$ cat config.mk
export PLATFORM = sky130hd
export DESIGN_NAME = bounce_generator
export DESIGN_NICKNAME = d
export VERILOG_FILES = /design/src/rtl/bounce_generator.sv
export SDC_FILE = /design/constraint.sdc
export NUM_CORES = 1
export LEC_CHECK = 0
export BUFFER_PORTS_ARGS = -buffer_cell sky130_fd_sc_hd__buf_2
export CAP_MARGIN = 10
export CORE_MARGIN = 4
export CORE_UTILIZATION = 50
export DETAILED_ROUTE_END_ITERATION = 10
export GPL_TIMING_DRIVEN = 0
export HOLD_SLACK_MARGIN = 0.05
export PLACE_DENSITY_LB_ADDON = 0.1
export SLEW_MARGIN = 15
export SYNTH_ARGS = -nofsm -noshare
export SYNTH_HDL_FRONTEND = slang
export SYNTH_SLANG_ARGS = --single-unit
$ cat constraint.sdc
create_clock -name clk -period 1.98 [get_ports clk]
set_input_delay 0.396 -clock clk [delete_from_list [all_inputs] [get_ports clk]]
set_output_delay 0.396 -clock clk [all_outputs]
set_load 0.02 [all_outputs]
$ cat src/rtl/bounce_generator.sv
`default_nettype none
// ============================================================================
// bounce_generator : emulates a bouncing push-button for debouncer stimulus
// Rev 1.0 - initial release
// ============================================================================
module bounce_generator #(
  parameter int unsigned N_BOUNCE   = 4,
  parameter int unsigned GAP_W      = 3,
  parameter int unsigned RANDOM     = 1,
  parameter logic [7:0]  SEED       = 8'hA5,
  parameter int unsigned SETTLE_CYC = 8
) (
  input  logic clk,
  input  logic rst,
  input  logic level_in,
  output logic btn_out,
  output logic busy,
  output logic done
);

  localparam logic [7:0]     C_SEED      = (SEED == 8'h00) ? 8'h01 : SEED;
  localparam logic [4:0]     C_TOGGLES   = 5'(2 * N_BOUNCE + 1);
  localparam logic [7:0]     C_SETTLE    = 8'(SETTLE_CYC);
  localparam logic [GAP_W:0] C_GAP_ONE   = {{GAP_W{1'b0}}, 1'b1};
  localparam logic [GAP_W:0] C_FIXED_GAP = {1'b1, {GAP_W{1'b0}}};

  typedef enum logic [1:0] {
    S_IDLE   = 2'd0,
    S_BOUNCE = 2'd1,
    S_SETTLE = 2'd2
  } state_t;

  state_t         state_q, state_d;
  logic [7:0]     lfsr_q, lfsr_d;
  logic [GAP_W:0] gap_q, gap_d;
  logic [4:0]     tog_q, tog_d;
  logic [7:0]     settle_q, settle_d;
  logic           btn_q, btn_d;
  logic           busy_q, busy_d;
  logic           done_q, done_d;
  logic [GAP_W:0] new_gap;

  generate
    if (RANDOM != 0) begin : g_random_gap
      assign new_gap = {1'b0, lfsr_q[GAP_W-1:0]} + C_GAP_ONE;
    end else begin : g_fixed_gap
      assign new_gap = C_FIXED_GAP;
    end
  endgenerate

  // x^8+x^6+x^5+x^4+1; a non-zero seed can never reach the all-zero state
  assign lfsr_d = {lfsr_q[6:0], lfsr_q[7] ^ lfsr_q[5] ^ lfsr_q[4] ^ lfsr_q[3]};

  always_comb begin
    state_d  = state_q;
    gap_d    = gap_q;
    tog_d    = tog_q;
    settle_d = settle_q;
    btn_d    = btn_q;
    busy_d   = busy_q;
    done_d   = 1'b0;
    case (state_q)
      S_IDLE: begin
        if (level_in != btn_q) begin
          state_d = S_BOUNCE;
          busy_d  = 1'b1;
          gap_d   = new_gap;
          tog_d   = C_TOGGLES;
        end
      end
      S_BOUNCE: begin
        if (gap_q > C_GAP_ONE) begin
          gap_d = gap_q - C_GAP_ONE;
        end else begin
          btn_d = ~btn_q;
          tog_d = tog_q - 5'd1;
          if (tog_q == 5'd1) begin
            state_d  = S_SETTLE;
            settle_d = C_SETTLE;
            gap_d    = '0;
          end else begin
            gap_d = new_gap;
          end
        end
      end
      S_SETTLE: begin
        settle_d = settle_q - 8'd1;
        if (settle_q == 8'd1) begin
          state_d = S_IDLE;
          busy_d  = 1'b0;
          done_d  = 1'b1;
        end
      end
      default: begin
        state_d = S_IDLE;
      end
    endcase
  end

  always_ff @(posedge clk or posedge rst) begin
    if (rst) begin
      state_q  <= S_IDLE;
      lfsr_q   <= C_SEED;
      gap_q    <= '0;
      tog_q    <= '0;
      settle_q <= '0;
      btn_q    <= 1'b0;
      busy_q   <= 1'b0;
      done_q   <= 1'b0;
    end else begin
      state_q  <= state_d;
      lfsr_q   <= lfsr_d;
      gap_q    <= gap_d;
      tog_q    <= tog_d;
      settle_q <= settle_d;
      btn_q    <= btn_d;
      busy_q   <= busy_d;
      done_q   <= done_d;
    end
  end

  assign btn_out = btn_q;
  assign busy    = busy_q;
  assign done    = done_q;

endmodule
`default_nettype wire

Word-level counts from Yosys, hierarchy flattened
Index checks and enable logic that the tools add are counted.

storage, ports and cells
  word-level logic and storage cells = 57
  flip-flop bits (word level) = 30

operators by class
  equality and inequality tests = 9
  bitwise gates (word level) = 5
  reduce and logical (&&, ||, !) cells = 10
  $lt $le $gt $ge = 1
  multiplexer cells = 20
  $add $sub $neg = 4

operators by type and width
  operator                                                               count
  8-bit 2-to-1 mux                                                       2
  8-bit one-hot mux with 2 select lines                                  1
  4-bit 2-to-1 mux                                                       3
  5-bit 2-to-1 mux                                                       2
  5-bit one-hot mux with 2 select lines                                  1
  3-bit AND reduction                                                    3
  8-bit by 1-bit equality test with 1-bit output, second input constant  1
  2-bit 2-to-1 mux                                                       4
  2-bit inequality test, second input constant                           4
  4-bit one-hot mux with 2 select lines                                  1
  8-bit by 1-bit subtractor with 8-bit output, second input constant     1
  2-bit one-hot mux with 3 select lines                                  1
  2-bit nonzero test                                                     3
  5-bit by 1-bit equality test with 1-bit output, second input constant  1
  5-bit by 1-bit subtractor with 5-bit output, second input constant     1
  3-bit by 1-bit adder with 4-bit output, second input constant          1
  4-bit by 1-bit > comparator with 1-bit output, second input constant   1
  1-bit 2-to-1 mux                                                       4
  2-bit AND reduction                                                    2
  4-bit AND reduction                                                    1
  4-bit by 1-bit subtractor with 4-bit output, second input constant     1
  1-bit XOR                                                              3
  2-bit by 1-bit equality test with 1-bit output, second input constant  1
  2-bit equality test, second input constant                             1
  other kinds (4)                                                        5

Longest topological paths before layout
Gate-level depths: netlist of the first run.

  depth in word-level cells = 4
  gate-level depth with buffers = 7
  depth with buffers taken out = 6

Worst setup path after synthesis of the first run
Ideal clock, no wire load.

  path type = flip-flop to flip-flop
  start = reg gap_q[0]
  end = reg gap_q[3]
  library setup time = 0.139 ns
  data arrival time = 1.377 ns
  setup slack = 0.464 ns
  path buffers = 0
  cell stages (with the launch flop) = 7
  cells stage by stage = dfrtp_1 > inv_1 > ha_1 > o21ba_2 > nor3b_2 > a41oi_1 > o221ai_1

on the way
  word-level cells in the longest chain between the ends = 3
  elaborated cells on any way between the ends = 4
  classes of those cells = 1 x add/sub; 1 x order compare; 2 x mux

ends and longest elaborated chain
  item                                                                                                                 line    source
  start, declared                                                                                                      35      logic [GAP_W:0] gap_q, gap_d;
  start signal, assigned                                                                                               113     gap_q <= gap_d;
  4-bit by 1-bit subtractor with 4-bit output / 4-bit by 1-bit > comparator with 1-bit output (equally long branches)  73, 72
  4-bit 2-to-1 mux (*)                                                                                                 72      if (gap_q > C_GAP_ONE) begin
  4-bit one-hot mux with 2 select lines (*)                                                                            62      case (state_q)

Every way passes the cells marked *; elsewhere a longest branch is shown, timed or not.
A chain may end at the register's enable or synchronous reset.

Worst setup path in the final report of the first run
Same ends and word-level chain as after synthesis.

==> impl_metrics.tcl, run 1 <==
set metrics [dict create \
    mostFrequentLayoutCells "dfrtp_1 (26), nor2_1 (13), inv_1 (10)" \
    grt_max_degree 31 \
    dr.pass1.iters 4 \
    ys_warn_count 0 \
    synthesis.nets 147 \
    p_leak_nw 0.726 \
    area.growth.synth_to_final_pct 8.35 \
    io_pins 6 \
    critical_path_buf_inv_count 1 \
    totalWireLength_mm 2.54 \
    rsz0062_at_grt "no" \
    path_cells "inv_1 > ha_1 > o21ba_2 > nor3b_2 > a41oi_1 > o221ai_1" \
    postSynthRegisterBits 30 \
    hp-class "in -> async" \
    gp_congestion 0.797 \
    cts_buffers 5 \
    worst_setup_path_start_kind "flip-flop" \
    cts_buffer_depth 2 \
    ctsHoldBuffers 0 \
    min_period_over_period_pct 88.2 \
    place_inst 173 \
    slew_violations 0 \
    ir_drop_mv 0.683 \
    track_usage_pct 14.7 \
    vias_per_cell 5.54 \
    max_freq_mhz 573 \
    layout.cells.non_filler 181 \
    fin_nets 159 \
    maxCapViolations 0 \
    core_um2 2810 \
    rows 19 \
    cp-end-kind "flip-flop" \
    final_hold_viol_count 0 \
    slew_headroom_pct 58.0 \
    grt_pass1_wl_mm 4.51 \
    start_util_pct 52.9 \
    outcome "complete, no violations" \
    synth_flop_cell "dfrtp_1" \
    diodes 0 \
    path_clk_slew_ns 0.10 \
    cts_tree "done" \
    antenna_found_initial 0 \
    crit_type "reg -> reg" \
    finalSetupTns_ns 0 \
    grt_pass1_vias 1017 \
    portBuffers 5 \
    final_common_cell "dfrtp_1" \
    pre_cts_ws_ns 0.311 \
    required_ns 2.23 \
    yosysSeqAreaShare_pct 50.9 \
    power_w 0.00235 \
    postCtsSetupBuffers 0 \
    insertion_delay_ns 0.33 \
    layout-drive-gt1-share_pct 19.3 \
    die_x_um 62.5 \
    critPathSlowestCell "dfrtp_1" \
    cts_max_level 2 \
    clock_skew_ns 0.0130 \
    async_flop_share_pct 100 \
    clock-sinks 30 \
    post-dp-hpwl_mm 1.72 \
    dieArea_um2 3900 \
    die_h_um 62.5 \
    setup_ws_ns 0.233 \
    drtIter0Drc 27 \
    wire_per_inst_um 14.0 \
    worstMarginPinSlew_ns 0.625 \
    syn_area_um2 1480 \
    drc 0 \
    min_period_ns 1.75 \
    cp_max_fo 8 \
    worstPathArrival_ns 1.99 \
    setup_viol 0 \
    r2r_setup_slack_ns 0.23 \
    postSynthAreaPerCell_um2 10.8 \
    synth_cell_types 41 \
    vias 1003 \
    p_per_area_nw_per_um2 1460 \
    cts_resized 0 \
    slowest_delay_ns 0.41 \
    placed_area_um2 1550 \
    fin_area_um2 1610 \
    syn_inst 137 \
    clockRootBuffer "clkbuf_4" \
    grt.overflow.total 0 \
    ant_nets 0 \
    synth-edff-count 0 \
    critPathTopFamily "compound AO/OA/AOI/OAI gates" \
]
[worst register-to-register path, cell delays in order (launching register included)]
cell,delay (ns)
dfrtp_1,0.41
inv_1,0.10
ha_1,0.23
o21ba_2,0.24
nor3b_2,0.31
a41oi_1,0.16
o221ai_1,0.20
[sequential cells by signal, indices dropped and copies added (netlist names)]
| signal | cells |
|---|---|
| settle_q | 8 |
| state_q | 2 |
| gap_q | 4 |
| btn_out | 1 |
| tog_q | 5 |
| busy | 1 |
| lfsr_q | 8 |
| done | 1 |
[per-stage QoR]
stage / hold slack (ns) / util (%)
final: 0.122 / 57.3
after global routing: 0.180 / 57.3
after CTS: 0.369 / 57.3
after detailed placement: 0.341 / 55.2
after global placement: 0.343 / 55.2
after floorplan: 0.333 / -
[cell type report]
cell class,count,area [µm²]
Multi-Input combinational cell,93,667
Buffer,3,20.0
Fill cell,257,1200
Clock inverter,1,5.00
Sequential cell,30,756
Inverter,11,41.3
Clock buffer,7,55.1
Tap cell,31,38.8
Timing Repair Buffer,5,25.0
[where the power goes]
group          internal (W)  switching (W)  total [W]  leakage [nW]
clock              0.000172       0.000208   0.000380        0.0353
combinational      0.000456       0.000521   0.000977         0.317
sequential         0.000796       0.000194   0.000989         0.374
[metal layers]
| metal | GRT usage, % | up-vias | routed length (µm) | share of wire [%] |
|---|---|---|---|---|
| met5 | 0 | - | 0 | 0 |
| met4 | 6.61 | 0 | 42 | 1.7 |
| met3 | 4.32 | 6 | 79 | 3.1 |
| met2 | 22.5 | 13 | 1170 | 46 |
| met1 | 19.1 | 483 | 1250 | 49 |
| li1 | - | 501 | - | - |
[worst paths after layout]
kind,depth (start not counted),to,start
min reg2reg,0,lfsr_q[7],lfsr_q[6]
max in group asynchronous,2,lfsr_q[6],rst
min,2,lfsr_q[1],rst
max,6,gap_q[3],gap_q[0]
max reg2reg,6,gap_q[3],gap_q[0]
min in group clk,0,lfsr_q[7],lfsr_q[6]
[synth_stat cells (4+ instances only)]
master,n,area share [%]
dfstp_2,4,7.1
nand2_1,7,1.8
nand3_1,5,1.7
nor2_1,13,3.3
ha_1,7,5.9
inv_1,11,2.8
nor3_1,6,2.0
a21oi_1,4,1.3
dfrtp_1,26,44
xnor2_1,7,4.1
xor2_1,7,4.1
[kinds of logic (layout without fill, tap and decap cells)]
kind of cell | count (synthesis) | count (layout) | share of synthesized area [%]
fa+ha+maj | 7 | 7 | 5.90
flops | 30 | 30 | 50.9
compound gates | 21 | 21 | 10.0
buf+inv | 14 | 27 | 4.13
simple gates | 49 | 49 | 19.3
mux | 2 | 2 | 1.43
xor+xnor | 14 | 14 | 8.26
Note: power is estimated with default switching activity, not from simulation.
==> inputs of run 2 (changes only) <==
- PLACE_DENSITY: not set -> 0.67
- PLACE_DENSITY_LB_ADDON: 0.1 -> not set
- SLEW_MARGIN: 15 -> 20
- clock period: 1.98 -> 2.2 ns (I/O delays scaled with it)
==> run 2 against run 1 <==
Sequential share of layout area shrank 0.11 points. Wire length increased by 2.2%. Flip-flop and latch count did not move. Sequential power fell by 10%. Largest power group is now combinational cells. Worst hold slack improved by 0.033 ns. Final area rose by 0.23%. Largest cell class unchanged.
==> impl_metrics.tcl, run 2 (synthesized netlist as in run 1, its figures left out) <==
set metrics [dict create \
    min_period_over_period_pct 78.4 \
    cts_max_level 2 \
    rsz0062_at_grt "no" \
    slew_headroom_pct 59.3 \
    top_layer "met4" \
    min_period_ns 1.73 \
    ant_nets 0 \
    layout-drive-gt1-share_pct 20.0 \
    clockRootBuffer "clkbuf_4" \
    slew_violations 0 \
    insertion_delay_ns 0.34 \
    cts_tree "done" \
    r2r_start "gap_q[0]" \
    vias_per_cell 5.67 \
    final_common_cell "dfrtp_1" \
    fin_util_pct 57.4 \
    die_x_um 62.5 \
    die_h_um 62.5 \
    cp_max_fo 8 \
    r2r_setup_slack_ns 0.47 \
    core_um2 2810 \
    fin_nets 159 \
    diodes 0 \
    io_pins 6 \
    worstMarginPinSlew_ns 0.610 \
    hp-class "in -> async" \
    cts_resized 0 \
    slowest_delay_ns 0.41 \
    reg_top3 "lfsr_q x8, settle_q x8, tog_q x5" \
    r2r_cells 6 \
    grt_pass1_vias 1106 \
    grt_max_degree 31 \
    start_util_pct 52.9 \
    grt_pass1_wl_mm 4.80 \
    track_usage_pct 15.9 \
    mostFrequentLayoutCells "dfrtp_1 (26), nor2_1 (13), inv_1 (10)" \
    wire_per_inst_um 14.3 \
    cp-end-kind "flip-flop" \
    totalWireLength_mm 2.60 \
    dr.pass1.iters 4 \
    clock-sinks 30 \
    worstPathArrival_ns 1.98 \
    maxCapViolations 0 \
    finalSetupTns_ns 0 \
    p_per_area_nw_per_um2 1320 \
    r2r_end "gap_q[3]" \
    drtIter0Drc 27 \
    p_leak_nw 0.725 \
    worst_setup_path_start_kind "flip-flop" \
    cts_buffers 5 \
    antenna_found_initial 0 \
    postCtsSetupBuffers 0 \
    setup_ws_ns 0.475 \
    setup_viol 0 \
    final_hold_viol_count 0 \
    portBuffers 5 \
    area.growth.synth_to_final_pct 8.60 \
    path_clk_slew_ns 0.10 \
    vias 1026 \
    drc 0 \
    route.met2.wl_mm 1.23 \
    dieArea_um2 3900 \
    grt.overflow.total 0 \
    gp_congestion 0.816 \
    wl_met1_mm 1.18 \
    rows 19 \
    path_cells "inv_1 > ha_1 > o21ba_2 > nor3b_2 > a41oi_1 > o221ai_1" \
    critPathSlowestCell "dfrtp_1" \
    num-fill-cells 241 \
    ir_drop_mv 0.645 \
    pre_cts_ws_ns 0.518 \
    clock_skew_ns 0.00398 \
    max_freq_mhz 580 \
    required_ns 2.45 \
    cts_buffer_depth 2 \
    wl_met3_um 127 \
    outcome "complete, no violations" \
    ctsHoldBuffers 0 \
    crit_type "reg -> reg" \
    post-dp-hpwl_mm 1.83 \
]
==> run 2: cell type report <==
class                           instances  area [µm²]  share of cell area [%]
Clock inverter                          2        12.5                   0.776
Sequential cell                        30         756                    46.9
Tap cell                               31        38.8                    2.41
Clock buffer                            6        51.3                    3.18
Buffer                                  3        20.0                    1.24
Timing Repair Buffer                    5        25.0                    1.55
Inverter                               11        41.3                    2.56
Multi-Input combinational cell         93         667                    41.4
==> run 2: where the power goes <==
part | internal, W | switching, W | total (W) | leakage (nW)
logic | 0.000413 | 0.000477 | 0.000890 | 0.317
clock network | 0.000153 | 0.000204 | 0.000357 | 0.0343
registers | 0.000716 | 0.000171 | 0.000887 | 0.374
total | 0.00128 | 0.000851 | 0.00213 | 0.725
==> run 2: worst max-delay path by stage <==
stage	from	end	slack, ns
after CTS	tog_q[1]	gap_q[3]	0.49
final	gap_q[0]	gap_q[3]	0.47
after floorplan	gap_q[0]	gap_q[3]	0.68
after detailed placement	tog_q[1]	gap_q[3]	0.52
after global routing	tog_q[1]	gap_q[3]	0.30
after global placement	gap_q[0]	gap_q[3]	0.58
==> run 2: metal layers <==
metal  GRT usage [%]  up-vias
met5               0        -
met4            7.99        0
met3            7.01        7
met2            24.6       21
met1            18.5      502
li1                -      496
==> run 2: critical path, delay by kind of cell (launching register included) <==
| kind | cells | cell delay, ns |
|---|---|---|
| AO/OA/AOI/OAI | 3 | 0.61 |
| flip-flops | 1 | 0.41 |
| AND/OR/NAND/NOR | 1 | 0.31 |
| adder cells (fa/ha/maj) | 1 | 0.22 |
| buffers and inverters | 1 | 0.10 |
==> run 2: through the flow <==
stage / instances / hold slack [ns] / instance area [µm²] / power [W]
after CTS: 181 / 0.371 / 1610 / 0.00215
after global routing: 181 / 0.198 / 1610 / 0.00234
after floorplan: 137 / 0.333 / 1480 / 0.00158
after global placement: 173 / 0.342 / 1550 / 0.00174
final: 181 / 0.155 / 1610 / 0.00213
after detailed placement: 173 / 0.347 / 1550 / 0.00178
